$ cat src/rtl/wb_mux_pkg.sv
// Shared definitions for the Wishbone N-way slave mux.
// Holds the FSM state encoding, the bus address width and the data word
// returned to the master when an external-ack slave times out.
package wb_mux_pkg;

    localparam int unsigned ADR_W = 32;

    localparam logic [ADR_W-1:0] TO_DATA = 32'hDEADBEEF;

    typedef enum logic [1:0] {
        IDLE = 2'd0,
        WAIT = 2'd1,
        ACK  = 2'd2
    } state_t;

endpackage

$ cat src/rtl/wb_mux_decode.sv
// Slave decode for wb_mux_n: picks the slave index from the upper address
// bits and raises the matching per-slave cyc line.
// Ports:
//   adr      master address (only the top SEL_W bits select the slave)
//   cyc      master cycle
//   busy     high while the mux is presenting its ack; masks all slave cyc
//   idx_c    decoded slave index
//   cyc_oh_c one-hot per-slave cyc
module wb_mux_decode
    import wb_mux_pkg::*;
#(
    parameter int unsigned SEL_W = 2
) (
    input  logic [ADR_W-1:0]        adr,
    input  logic                    cyc,
    input  logic                    busy,
    output logic [SEL_W-1:0]        idx_c,
    output logic [(2**SEL_W)-1:0]   cyc_oh_c
);

    localparam int unsigned NSLV = 2**SEL_W;

    // Lower address bits only pass through to the slaves, not the decode.
    logic unused_adr;
    assign unused_adr = ^adr[ADR_W-SEL_W-1:0];

    assign idx_c = adr[ADR_W-1 -: SEL_W];

    // One-hot cyc toward the addressed slave.
    always_comb begin
        cyc_oh_c = '0;
        for (int k = 0; k < NSLV; k++) begin
            cyc_oh_c[k] = cyc && !busy && (idx_c == SEL_W'(k));
        end
    end

endmodule

$ cat src/rtl/wb_mux_n.sv
// Wishbone 1-master to 2**SEL_W-slave mux with per-slave ack mode.
// Slaves flagged in EXT_ACK supply their own ack; all others are acked by
// the mux one cycle after the access is seen. Ack and read data to the
// master are registered. A master must release cyc after an ack before a
// new access is accepted, so a held cyc never produces a second ack.
// Optional feature: define WB_MUX_TIMEOUT_EN to bound external-ack waits to
// TO_CYC cycles; a timeout acks with TO_DATA and sets the sticky o_err.
// Ports:
//   i_clk, i_rst                 clock, synchronous active-high reset
//   i_wb_cpu_*                   master request (adr, dat, sel, we, cyc)
//   o_wb_cpu_rdt, o_wb_cpu_ack   registered response to the master
//   o_wb_s_*                     broadcast request, one-hot cyc per slave
//   i_wb_s_rdt, i_wb_s_ack       per-slave response
//   o_err, i_err_clr             sticky timeout flag and its clear
module wb_mux_n
    import wb_mux_pkg::*;
#(
    parameter int unsigned             SEL_W   = 2,
    parameter logic [(2**SEL_W)-1:0]   EXT_ACK = 'b0010,
    parameter int unsigned             TO_CYC  = 255
) (
    input  logic                          i_clk,
    input  logic                          i_rst,
    input  logic [ADR_W-1:0]              i_wb_cpu_adr,
    input  logic [ADR_W-1:0]              i_wb_cpu_dat,
    input  logic [3:0]                    i_wb_cpu_sel,
    input  logic                          i_wb_cpu_we,
    input  logic                          i_wb_cpu_cyc,
    output logic [ADR_W-1:0]              o_wb_cpu_rdt,
    output logic                          o_wb_cpu_ack,
    output logic [(2**SEL_W)*ADR_W-1:0]   o_wb_s_adr,
    output logic [(2**SEL_W)*ADR_W-1:0]   o_wb_s_dat,
    output logic [(2**SEL_W)*4-1:0]       o_wb_s_sel,
    output logic [(2**SEL_W)-1:0]         o_wb_s_we,
    output logic [(2**SEL_W)-1:0]         o_wb_s_cyc,
    input  logic [(2**SEL_W)*ADR_W-1:0]   i_wb_s_rdt,
    input  logic [(2**SEL_W)-1:0]         i_wb_s_ack,
    output logic                          o_err,
    input  logic                          i_err_clr
);

    localparam int unsigned NSLV = 2**SEL_W;

    state_t               state_q, state_d;
    logic [SEL_W-1:0]     idx;
    logic [SEL_W-1:0]     widx_q, widx_d;
    logic                 ack_q, ack_d;
    logic [ADR_W-1:0]     rdt_q, rdt_d;
    logic                 hold_q, hold_d;
    logic [ADR_W-1:0]     s_rdt [NSLV];

    // Request fields go to every slave unchanged.
    assign o_wb_s_adr = {NSLV{i_wb_cpu_adr}};
    assign o_wb_s_dat = {NSLV{i_wb_cpu_dat}};
    assign o_wb_s_sel = {NSLV{i_wb_cpu_sel}};
    assign o_wb_s_we  = {NSLV{i_wb_cpu_we}};

    for (genvar g = 0; g < NSLV; g++) begin : g_rdt
        assign s_rdt[g] = i_wb_s_rdt[g*ADR_W +: ADR_W];
    end

    wb_mux_decode #(.SEL_W(SEL_W)) u_decode (
        .adr      (i_wb_cpu_adr),
        .cyc      (i_wb_cpu_cyc),
        .busy     (state_q == ACK),
        .idx_c    (idx),
        .cyc_oh_c (o_wb_s_cyc)
    );

`ifdef WB_MUX_TIMEOUT_EN
    localparam int unsigned CNT_W = $clog2(TO_CYC + 1);
    logic [CNT_W-1:0] cnt_q, cnt_d;
    logic             err_q, err_d;
`else
    logic unused_err_clr;
    assign unused_err_clr = i_err_clr;
`endif

    // Next-state, ack and read-data capture.
    always_comb begin
        state_d = state_q;
        widx_d  = widx_q;
        ack_d   = 1'b0;
        rdt_d   = rdt_q;
`ifdef WB_MUX_TIMEOUT_EN
        cnt_d   = cnt_q;
        err_d   = i_err_clr ? 1'b0 : err_q;
`endif
        case (state_q)
            IDLE: begin
                if (i_wb_cpu_cyc && !hold_q) begin
                    if (!EXT_ACK[idx] || i_wb_s_ack[idx]) begin
                        state_d = ACK;
                        ack_d   = 1'b1;
                        rdt_d   = s_rdt[idx];
                    end else begin
                        state_d = WAIT;
                        widx_d  = idx;
`ifdef WB_MUX_TIMEOUT_EN
                        cnt_d   = '0;
`endif
                    end
                end
            end
            WAIT: begin
                if (!i_wb_cpu_cyc) begin
                    state_d = IDLE;
`ifdef WB_MUX_TIMEOUT_EN
                    cnt_d   = '0;
`endif
                end else if (i_wb_s_ack[widx_q]) begin
                    state_d = ACK;
                    ack_d   = 1'b1;
                    rdt_d   = s_rdt[widx_q];
`ifdef WB_MUX_TIMEOUT_EN
                end else if (cnt_q == CNT_W'(TO_CYC)) begin
                    // Timeout set takes priority over a same-cycle clear.
                    state_d = ACK;
                    ack_d   = 1'b1;
                    rdt_d   = TO_DATA;
                    err_d   = 1'b1;
                end else if (cnt_q != '1) begin
                    cnt_d   = cnt_q + CNT_W'(1);
`endif
                end
            end
            ACK: begin
                state_d = IDLE;
            end
            default: begin
                state_d = IDLE;
            end
        endcase
        // Block re-entry until the master drops cyc after its ack.
        if (!i_wb_cpu_cyc) begin
            hold_d = 1'b0;
        end else if (ack_d) begin
            hold_d = 1'b1;
        end else begin
            hold_d = hold_q;
        end
    end

    // State and response registers.
    always_ff @(posedge i_clk) begin
        if (i_rst) begin
            state_q <= IDLE;
            widx_q  <= '0;
            ack_q   <= 1'b0;
            rdt_q   <= '0;
            hold_q  <= 1'b0;
        end else begin
            state_q <= state_d;
            widx_q  <= widx_d;
            ack_q   <= ack_d;
            rdt_q   <= rdt_d;
            hold_q  <= hold_d;
        end
    end

`ifdef WB_MUX_TIMEOUT_EN
    // Wait counter and sticky timeout flag.
    always_ff @(posedge i_clk) begin
        if (i_rst) begin
            cnt_q <= '0;
            err_q <= 1'b0;
        end else begin
            cnt_q <= cnt_d;
            err_q <= err_d;
        end
    end
    assign o_err = err_q;
`else
    assign o_err = 1'b0;
`endif

    assign o_wb_cpu_ack = ack_q;
    assign o_wb_cpu_rdt = rdt_q;

endmodule

$ cat config.mk
export PLATFORM = sky130hd
export DESIGN_NAME = wb_mux_n
export DESIGN_NICKNAME = d
export VERILOG_FILES = /design/src/rtl/wb_mux_pkg.sv /design/src/rtl/wb_mux_decode.sv /design/src/rtl/wb_mux_n.sv
export SDC_FILE = /design/constraint.sdc
export NUM_CORES = 1
export LEC_CHECK = 0
export CORE_AREA = 2 2 202 204
export CTS_BUF_LIST = sky130_fd_sc_hd__clkbuf_8
export DETAILED_ROUTE_END_ITERATION = 10
export DIE_AREA = 0 0 204 206
export PLACE_DENSITY = 0.45
export SYNTH_ARGS = -nofsm -noshare
export SYNTH_HDL_FRONTEND = slang
export SYNTH_SLANG_ARGS = --single-unit
$ cat constraint.sdc
create_clock -name i_clk -period 1.65 [get_ports i_clk]
set_input_delay 0.33 -clock i_clk [delete_from_list [all_inputs] [get_ports i_clk]]
set_output_delay 0.33 -clock i_clk [all_outputs]
set_load 0.01 [all_outputs]
==> results.yml <==
outcome:
  outcome: "complete, but fails checks"
  violations: "setup timing"
job:
  maxCapViolCount: 0
worst_setup_path:
  critPathLaunch: "widx_q[0]"
  criticalPathCategory: "reg -> reg"
  cp-end-kind: "register"
  r2r_slack_ps: -130
  worst_setup_path_start_kind: "register"
  path_max_fanout: 9
  critical_path_required_ps: 1840
  r2r-end: "o_wb_cpu_rdt[0]"
  path_buf_inv: 2
  crit_cells: 6
  slowest_stage: "mux4_2"
  r2r_cells: 6
  r2r-start: "widx_q[0]"
  worstSetupEndpoint: "o_wb_cpu_rdt[0]"
  worstPathCellList: "mux4_2 > nand3_4 > and2_4 > buf_12 > buf_12 > a211oi_2"
  crit_path_max_incr_delay_ps: 580
  critical-path-top-delay-family: "multiplexers"
  path_common_cell: "buf_12"
  critPathArrivalTime_ps: 1970
timing:
  fmax_ghz: 0.563
  period_minus_slack_ps: 1780
  layout_setup_ws_ps: -127
  drv_slew: 0
  setup_viol_count_final: 35
  rsz0062_at_grt: "true"
  skew_ps: 10.0
  hold_ws_ps: 457
  fin_crit_sh_pct: 108
  finalHoldViolCount: 0
die:
  fp.dieH_um: 206
  ioPinCount: 519
  initial_utilization_pct: 15.3
  die_w_um: 204
  core-area_um2: 40200
  die_area_um2: 42000
  placementRows: 74
cts:
  insertion_delay_ps: 320
  cts.hold.buffers_added: 0
  htreeDepth: 2
  path_clk_slew_ps: 90
  cts-root-buf: "clkbuf_8"
  cts_buffer_depth: 2
  cts_buffers: 5
  clock_sinks: 38
  cts_tree: "built"
drt:
  final_antenna_net_count: 0
  route.detailed.drc: 0
  vias: 4474
  first_pass_iters: 5
  wl_per_cell_um: 19.3
  vias_per_cell: 3.84
  finalWirelength_um: 22500
  drt_iter0_markers: 88
power_and_ir_drop:
  power.density_nw_per_um2: 467
  pwr-share-clk_pct: 21.3
  power_leakage_uw: 0.00258
  power.share.sequential_pct: 29.7
  switching_share_pct: 34.8
  pwr-share-comb_pct: 49.0
  switchingPower_uw: 1240
  p_int_uw: 2320
  ir_drop_uv: 213
  power_uw: 3560
global_route:
  grt_max_degree: 43
  grt_pass1_wl_um: 30800
  grt_usage_pct: 9.97
  gr-total-overflow: 0
  grt_pass1_vias: 4702
  antenna_found_initial: 1
final_layout:
  multiInputGateArea_um2: 3370
  num-fill-cells: 4474
  finish.net_count: 836
  areaGrowthSynthToFinish_pct: 24.3
  fin_util_pct: 19.0
  drive_above_1_share_pct: 25.9
  seqCellArea_um2: 771
  n_antenna_cell: 0
yosys:
  synth-seq-area-share_pct: 12.4
  syn_nets: 919
  yosys_warnings: 0
  syn_avg_cell_area_um2: 8.61
  ys_types: 30
  syn_inst: 714
  ys_ff_latch: 38
  synth_area_um2: 6140
place:
  io_buffers: 181
  routabilityCongestion: 0.735
  place_hpwl_um: 17200
min_path:
  holdPathStages: 2
  hp-class: "reg -> reg"
-- metal layers --
| metal | up-vias | GRT usage (%) | wire, um | share of wire (%) |
|---|---|---|---|---|
| li1 | 2069 | - | - | - |
| met1 | 2068 | 10.7 | 8490 | 38 |
| met2 | 252 | 17.6 | 11200 | 50 |
| met3 | 83 | 3.30 | 1900 | 8.5 |
| met4 | 2 | 4.74 | 926 | 4.1 |
| met5 | - | 0 | 11 | 0.049 |
-- worst register-to-register path: stages (launching register included) --
cell,delay [ps]
dfxtp_4,380
mux4_2,580
nand3_4,170
and2_4,180
buf_12,130
buf_12,140
a211oi_2,80
-- worst min-delay path by stage --
stage	from	to
2_1_floorplan	hold_q	hold_q
3_3_place_gp	o_wb_cpu_rdt[18]	o_wb_cpu_rdt[18]
3_5_place_dp	o_wb_cpu_rdt[18]	o_wb_cpu_rdt[18]
4_1_cts	i_rst	state_q[1]
5_1_grt	o_wb_cpu_rdt[18]	o_wb_cpu_rdt[18]
6_report	o_wb_cpu_rdt[18]	o_wb_cpu_rdt[18]
-- Yosys cell counts --
cell type	n	area (um2)
and3b_1	1	8.76
nor2_1	3	11.3
o22ai_1	32	200
and3_1	1	6.26
a2111oi_2	30	450
nor3_1	33	165
nand3_2	1	10.0
a21oi_1	3	15.0
o21ai_1	1	5.00
a211oi_2	30	375
inv_1	36	135
dfxtp_1	38	761
nor3b_1	35	263
conb_1	1	3.75
and2b_1	1	7.51
mux2i_1	128	1280
and2_1	1	6.26
nand2_1	1	3.75
a211oi_1	2	15.0
nand3b_1	1	7.51
buf_1	2	7.51
mux4_2	1	22.5
nand3_1	1	5.00
buf_4	283	2120
buf_2	27	135
a2111oi_0	2	17.5
clkbuf_1	15	56.3
nand2b_1	2	12.5
or3b_1	1	8.76
nor4b_4	1	23.8
-- kinds of logic (layout without fill, tap and decap cells) --
family	Yosys count	after routing	share of synthesized area [%]
buffers and inverters	363	281	40.0
muxes	129	129	21.2
AOI/OAI and AO/OA	100	100	17.6
and+or+nand+nor	83	83	8.78
DFF	38	38	12.4
other	1	1	0.0610
-- metrics by stage --
step / cells / setup TNS (ps) / instance area, um2 / setup slack [ps]
3_5_place_dp: 1143 / -29110 / 6850 / -758
6_report: 1164 / -3460 / 7630 / -127
4_1_cts: 1160 / -3900 / 7410 / -143
2_1_floorplan: 714 / -690 / 6150 / -31.3
3_3_place_gp: 1143 / -28760 / 6850 / -741
5_1_grt: 1164 / -5880 / 7630 / -191
-- final cells by class --
| cell class | count | share of cell area [%] |
|---|---|---|
| sequential | 38 | 10.1 |
| inverter | 36 | 1.80 |
| multi-input combinational | 313 | 44.1 |
| tap | 532 | 8.72 |
| timing repair buffer | 237 | 34.0 |
| clock inverter | 2 | 0.115 |
| clock buffer | 6 | 1.08 |
-- power groups by stage --
stage | Sequential (uW) | Combinational (uW) | Clock (uW)
after global routing | 1070 | 1870 | 868
after CTS | 1060 | 1740 | 853
final | 1060 | 1740 | 759
after floorplan | 1110 | 1380 | 0
after detailed placement | 1080 | 1580 | 0
after global placement | 1080 | 1570 | 0
-- cells in the final DEF (no fill, tap or decap), drive strengths merged, types with 2 or more instances in the layout --
cell           synthesis  layout
a2111oi               32      32
nor3b                 35      35
dlygate4sd2            0       8
nor3                  33      33
nand3                  2       2
a21oi                  3       3
nand2b                 2       2
clkdlybuf4s50          0     161
inv                   36      37
buf                  312      58
dfxtp                 38      38
mux2i                128     128
o22ai                 32      32
nor2                   3       3
dlymetal6s2s           0       5
a211oi                32      32
clkbuf                15      11
-- registers in the layout, summed over array words and instances (netlist names) --
name          count
o_wb_cpu_rdt     32
hold_q            1
o_wb_cpu_ack      1
state_q           2
widx_q            2
-- what timing repair did --
action	in CTS	in global routing
gates cloned	4	3
resized for setup	60	37
setup buffers	6	2
endpoints found under the setup margin	51	50
pin swaps	4	29
Power figures use the tool's default switching activity.
==> variant 1, RTL diff (same settings) <==
Set the package constant `ADR_W` to 40 (it was 32).
--- a/src/rtl/wb_mux_pkg.sv
+++ b/src/rtl/wb_mux_pkg.sv
@@ -3,7 +3,7 @@
 // returned to the master when an external-ack slave times out.
 package wb_mux_pkg;
 
-    localparam int unsigned ADR_W = 32;
+    localparam int unsigned ADR_W = 40;
 
     localparam logic [ADR_W-1:0] TO_DATA = 32'hDEADBEEF;
 
Ports: changed (6 resized); port bits go from 519 to 639. The function was not compared with the original's and may differ.
==> variant 1 against the unedited design <==
The run still ends with negative setup slack left. Cell area rose by 8.3%. Global-route usage rose by 1.6 points. Sequential power rose by 21%. Fmax fell by 1.6%. Via count rose by 18%. Cell count rose by 10%. Total power rose by 11%. Critical path type is now input port to register. Area after synthesis rose by 12%. Worst setup slack got worse by 0.028 ns. Largest cell class unchanged. Non-clock buffer count rose by 68. Clock power rose by 14%. Wire length rose by 16%. Sequential cell count rose by 8.
==> variant 1: results <==
[sta]
fin_tns_setup_ns = -4.29
final.setup_skew_ns = 0.0121
setup_viol_count_final = 45
fin_ws_ns = -0.155

[power_and_ir_drop]
vdd_ir_drop_max_uv = 251
p_leak_nw = 3.04
internal-power_mw = 2.59
combinationalPowerShare = 0.458
share_seq_of_total_power = 0.323

[setup_path]
worst_path_dominant_cell_family = "buffers and inverters"
slowest_delay_ns = 0.51
worst_endpoint_data_arrival_time_ns = 2.07
critPathMaxFanout = 7
critical_path.startpoint = "i_wb_s_ack[1]"

[yosys]
yosys.cell_types.count = 29
yosysTopAreaCellShare = 0.373
synthTopCellsByCount = "sky130_fd_sc_hd__buf_4, sky130_fd_sc_hd__mux2i_1, sky130_fd_sc_hd__nor3_1"
synth_nets = 1082
synth_seq_area_share = 0.134
netlist_top_cells_area = "sky130_fd_sc_hd__buf_4, sky130_fd_sc_hd__mux2i_1, sky130_fd_sc_hd__dfxtp_1, sky130_fd_sc_hd__mux2_2, sky130_fd_sc_hd__nor3_1"

[clock_network]
numCtsBuffers = 5

[status]
violations = "negative setup slack"
outcome = "complete, but fails checks"

[layout]
drive_above_1_share = 0.272
max_ffs_per_register = 40

[grt]
antenna_found_initial = 2
via_count_of_the_first_global_routing_pass = 5592
use_met1 = 0.114
grt_use_total = 0.116
grt_max_degree = 25
gr-usage-met2 = 0.194
global_route_wire_length_before_repair_um = 35700

[routing]
drt-wirelength-per-cell_um = 20.3
drt-initial-drc-count = 156

[placed_design]
io_buffer_count = 221
gpl.final_weighted_congestion = 0.733
place.detailed.hpwl_um = 20000

[worst_hold_path]
min_delay_worst_endpoint = "hold_q$_SDFFE_PP0P_"
hold_path.class = "input port to register"
min-delay-start = "i_wb_cpu_cyc"
-- variant 1: cell types whose count changed after synthesis, moves of 14 or more --
cell | unedited run | this run
sky130_fd_sc_hd__inv_1 | 36 | 2
sky130_fd_sc_hd__mux2_2 | 0 | 40
sky130_fd_sc_hd__nor3b_1 | 35 | 3
sky130_fd_sc_hd__a2111oi_0 | 2 | 30
sky130_fd_sc_hd__a211oi_2 | 30 | 0
sky130_fd_sc_hd__buf_4 | 283 | 341
sky130_fd_sc_hd__clkbuf_1 | 15 | 29
sky130_fd_sc_hd__nor2_1 | 3 | 44
sky130_fd_sc_hd__a2111oi_2 | 30 | 10
sky130_fd_sc_hd__nor3_1 | 33 | 71
-- variant 1: cell families (layout without fill, tap and decap cells) --
group,after synthesis,count (layout),synth area share
and+or+nand+nor,139,139,0.106
AOI/OAI and AO/OA,85,85,0.103
muxes,161,161,0.244
buffers and inverters,397,315,0.411
DFF,46,46,0.134
other,1,2,0.000547
-- variant 1: area by class of cell --
class | instances | area share
sequential | 46 | 0.113
multi-input combinational | 386 | 0.411
tap | 532 | 0.0805
clock inverter | 2 | 0.00106
antenna | 1 | 0.000303
inverter | 2 | 0.000908
timing repair buffer | 305 | 0.384
clock buffer | 6 | 0.00999
-- variant 1: metal layers --
layer,vias to the layer above,wire (µm),share of wire
met3,141,2620,0.10
met2,313,12500,0.48
li1,2410,-,-
met1,2427,9160,0.35
met5,-,13,0.00050
met4,2,1770,0.068
-- variant 1: repair_timing --
item | 4_1_cts | 5_1_grt
gates resized for setup | 78 | 53
setup buffers | 7 | 6
gates cloned | 0 | 2
pin swaps | 21 | 9
endpoints found under the setup margin | 60 | 69
-- variant 1: per-stage QoR --
step / util / setup WS (ns) / cells / instance area, µm²
finish: 0.206 / -0.155 / 1280 / 8270
global route: 0.206 / -0.261 / 1280 / 8270
CTS: 0.198 / -0.152 / 1271 / 7960
detailed placement: 0.192 / -0.642 / 1258 / 7700
global placement: 0.192 / -0.659 / 1258 / 7700
floorplan: - / 0.000995 / 829 / 6860
-- variant 1: worst max-delay path by stage --
| stage | to | slack [ns] | cells after the start |
|---|---|---|---|
| 4_1_cts | o_wb_cpu_rdt[19]$_SDFFE_PP0P_ | -0.15 | 6 |
| 3_5_place_dp | o_wb_cpu_rdt[38]$_SDFFE_PP0P_ | -0.64 | 7 |
| 2_1_floorplan | o_wb_cpu_rdt[14]$_SDFFE_PP0P_ | 0.001 | 5 |
| 3_3_place_gp | o_wb_cpu_rdt[8]$_SDFFE_PP0P_ | -0.66 | 7 |
| 6_report | o_wb_cpu_rdt[19]$_SDFFE_PP0P_ | -0.15 | 7 |
| 5_1_grt | o_wb_cpu_rdt[20]$_SDFFE_PP0P_ | -0.26 | 6 |
==> variant 2, RTL diff (same flow settings) <==
Made on the original files. Re-encode `state_t` (3 states) as one-hot, 3 bits wide.
--- a/src/rtl/wb_mux_pkg.sv
+++ b/src/rtl/wb_mux_pkg.sv
@@ -7,10 +7,10 @@
 
     localparam logic [ADR_W-1:0] TO_DATA = 32'hDEADBEEF;
 
-    typedef enum logic [1:0] {
-        IDLE = 2'd0,
-        WAIT = 2'd1,
-        ACK  = 2'd2
+    typedef enum logic [2:0] {
+        IDLE = 3'b001,
+        WAIT = 3'b010,
+        ACK  = 3'b100
     } state_t;
 
 endpackage
Check against the original RTL: same outputs for any inputs over 4 cycles, from zero or initial values and one cycle with i_rst high; so few cycles prove little.
==> variant 2 against the unedited design <==
The flow still finishes with violations (negative setup slack). Total power decreased by 2.9%. Wire length shrank 14%. Non-clock buffer count fell by 9. Combinational power down 9%. Cell area shrank 8.2%. Sequential cell count rose by 1. Worst setup slack got worse by 0.033 ns. Area after synthesis shrank 6.6%. Count of clock-buffer cells in the layout is the same. Critical endpoint is now o_wb_cpu_rdt[12]$_SDFFE_PP0P_. Highest routed layer unchanged.
==> variant 2: results <==
[grt]
grt_max_degree = 27
antenna_found_initial = 2
grt_use_total = 0.0837
via_count_of_the_first_global_routing_pass = 3823
global_route_wire_length_before_repair_um = 25200

[yosys]
synthTopCellsByCount = "sky130_fd_sc_hd__buf_4, sky130_fd_sc_hd__mux4_2, sky130_fd_sc_hd__dfxtp_1"
synthArstFlopShare = 0
netlist_top_cells_area = "sky130_fd_sc_hd__buf_4, sky130_fd_sc_hd__mux4_2, sky130_fd_sc_hd__dfxtp_1, sky130_fd_sc_hd__mux2_2, sky130_fd_sc_hd__a211oi_2"
synth_nets = 779
synth_seq_area_share = 0.136
synthesis.instances = 574
yosys.cell_types.count = 32

[routing]
drt-wirelength-per-cell_um = 18.8
routed-via-count = 3563
metal_1_wl_um = 7160
wl_met2_um = 9310
vias_per_cell = 3.46
drtPass1Iterations = 4
drt-initial-drc-count = 123
wl_met3_um = 1740

[placed_design]
gpl.final_weighted_congestion = 0.686
place_area_mm2 = 0.00637
numPlacedInstances = 1009
place.detailed.hpwl_um = 14200
io_buffer_count = 181
detailedPlace.worstSlack_ns = -0.528

[status]
violations = "negative setup slack"
outcome = "complete, but fails checks"

[setup_path]
worst_endpoint_data_arrival_time_ns = 2.05
ff2ff_setup_slack_ns = -0.16
critPathMaxFanout = 7

[layout]
insertedDiodeCount = 0
drive_above_1_share = 0.471
num-nets-final = 703
fill_cells = 4482
post-route-util = 0.174

[power_and_ir_drop]
p_leak_nw = 2.33
vdd_ir_drop_max_uv = 242

[sta]
whs_ns = 0.331
fin_ws_ns = -0.160
fin_tns_setup_ns = -4.61
final.setup_skew_ns = 0.0131
setup_viol_count_final = 36
[variant 2: cell count changes after synthesis, moves of 3 or more]
cell,delta
sky130_fd_sc_hd__a2111oi_2,-30
sky130_fd_sc_hd__a211oi_1,+3
sky130_fd_sc_hd__a211oi_2,-3
sky130_fd_sc_hd__buf_2,-11
sky130_fd_sc_hd__buf_4,-4
sky130_fd_sc_hd__buf_6,+5
sky130_fd_sc_hd__clkbuf_1,-8
sky130_fd_sc_hd__mux2_2,+32
sky130_fd_sc_hd__mux2i_1,-128
sky130_fd_sc_hd__mux4_2,+64
sky130_fd_sc_hd__nor3b_1,-34
sky130_fd_sc_hd__o22ai_1,-32
[variant 2: power breakdown]
group / total (mW) / internal (mW) / switching, mW
registers: 1.10 / 1.04 / 0.0597
logic: 1.59 / 0.985 / 0.608
clock network: 0.770 / 0.339 / 0.432
[variant 2: critical path: stages (launching register included)]
cell                        delay [ns]
sky130_fd_sc_hd__dfxtp_4          0.43
sky130_fd_sc_hd__mux4_2           0.56
sky130_fd_sc_hd__nor2b_4          0.16
sky130_fd_sc_hd__buf_12           0.15
sky130_fd_sc_hd__clkbuf_16        0.18
sky130_fd_sc_hd__nor3_2           0.06
sky130_fd_sc_hd__a211oi_2         0.18
[variant 2: cell families (layout without fill, tap and decap cells)]
kind of cell    Yosys count  in the layout  synth area share
compound gates           39             39            0.0746
buf+inv                 347            272             0.420
other cells               1              1          0.000654
mux                      97             97             0.318
simple gates             51             51            0.0508
flops                    39             39             0.136
[variant 2: metal layers]
metal	track usage	vias up
li1	-	1583
met1	0.0889	1666
met2	0.138	218
met3	0.0311	92
met4	0.0577	4
met5	0	-
[variant 2: repair_timing]
item,in CTS,in global routing
setup endpoints to repair,46,45
buffers inserted,3,4
cloned,1,7
gates resized for setup,60,43
pin swaps,2,17
[variant 2: path summary, 6_finish.rpt]
| check | startpoint | to | depth (start not counted) |
|---|---|---|---|
| worst max-delay path | widx_q[0]$_SDFFE_PP0P_ | o_wb_cpu_rdt[12]$_SDFFE_PP0P_ | 6 |
| worst min-delay path | i_rst | hold_q$_SDFFE_PP0P_ | 3 |
| worst max register to register | widx_q[0]$_SDFFE_PP0P_ | o_wb_cpu_rdt[12]$_SDFFE_PP0P_ | 6 |
| worst min register to register | o_wb_cpu_rdt[22]$_SDFFE_PP0P_ | o_wb_cpu_rdt[22]$_SDFFE_PP0P_ | 2 |
[variant 2: cell type report]
class,instances,area share
Timing Repair Buffer,228,0.356
Multi-Input combinational cell,188,0.402
Tap cell,532,0.0949
Clock inverter,2,0.00178
Sequential cell,39,0.113
Inverter,36,0.0196
Clock buffer,6,0.0118
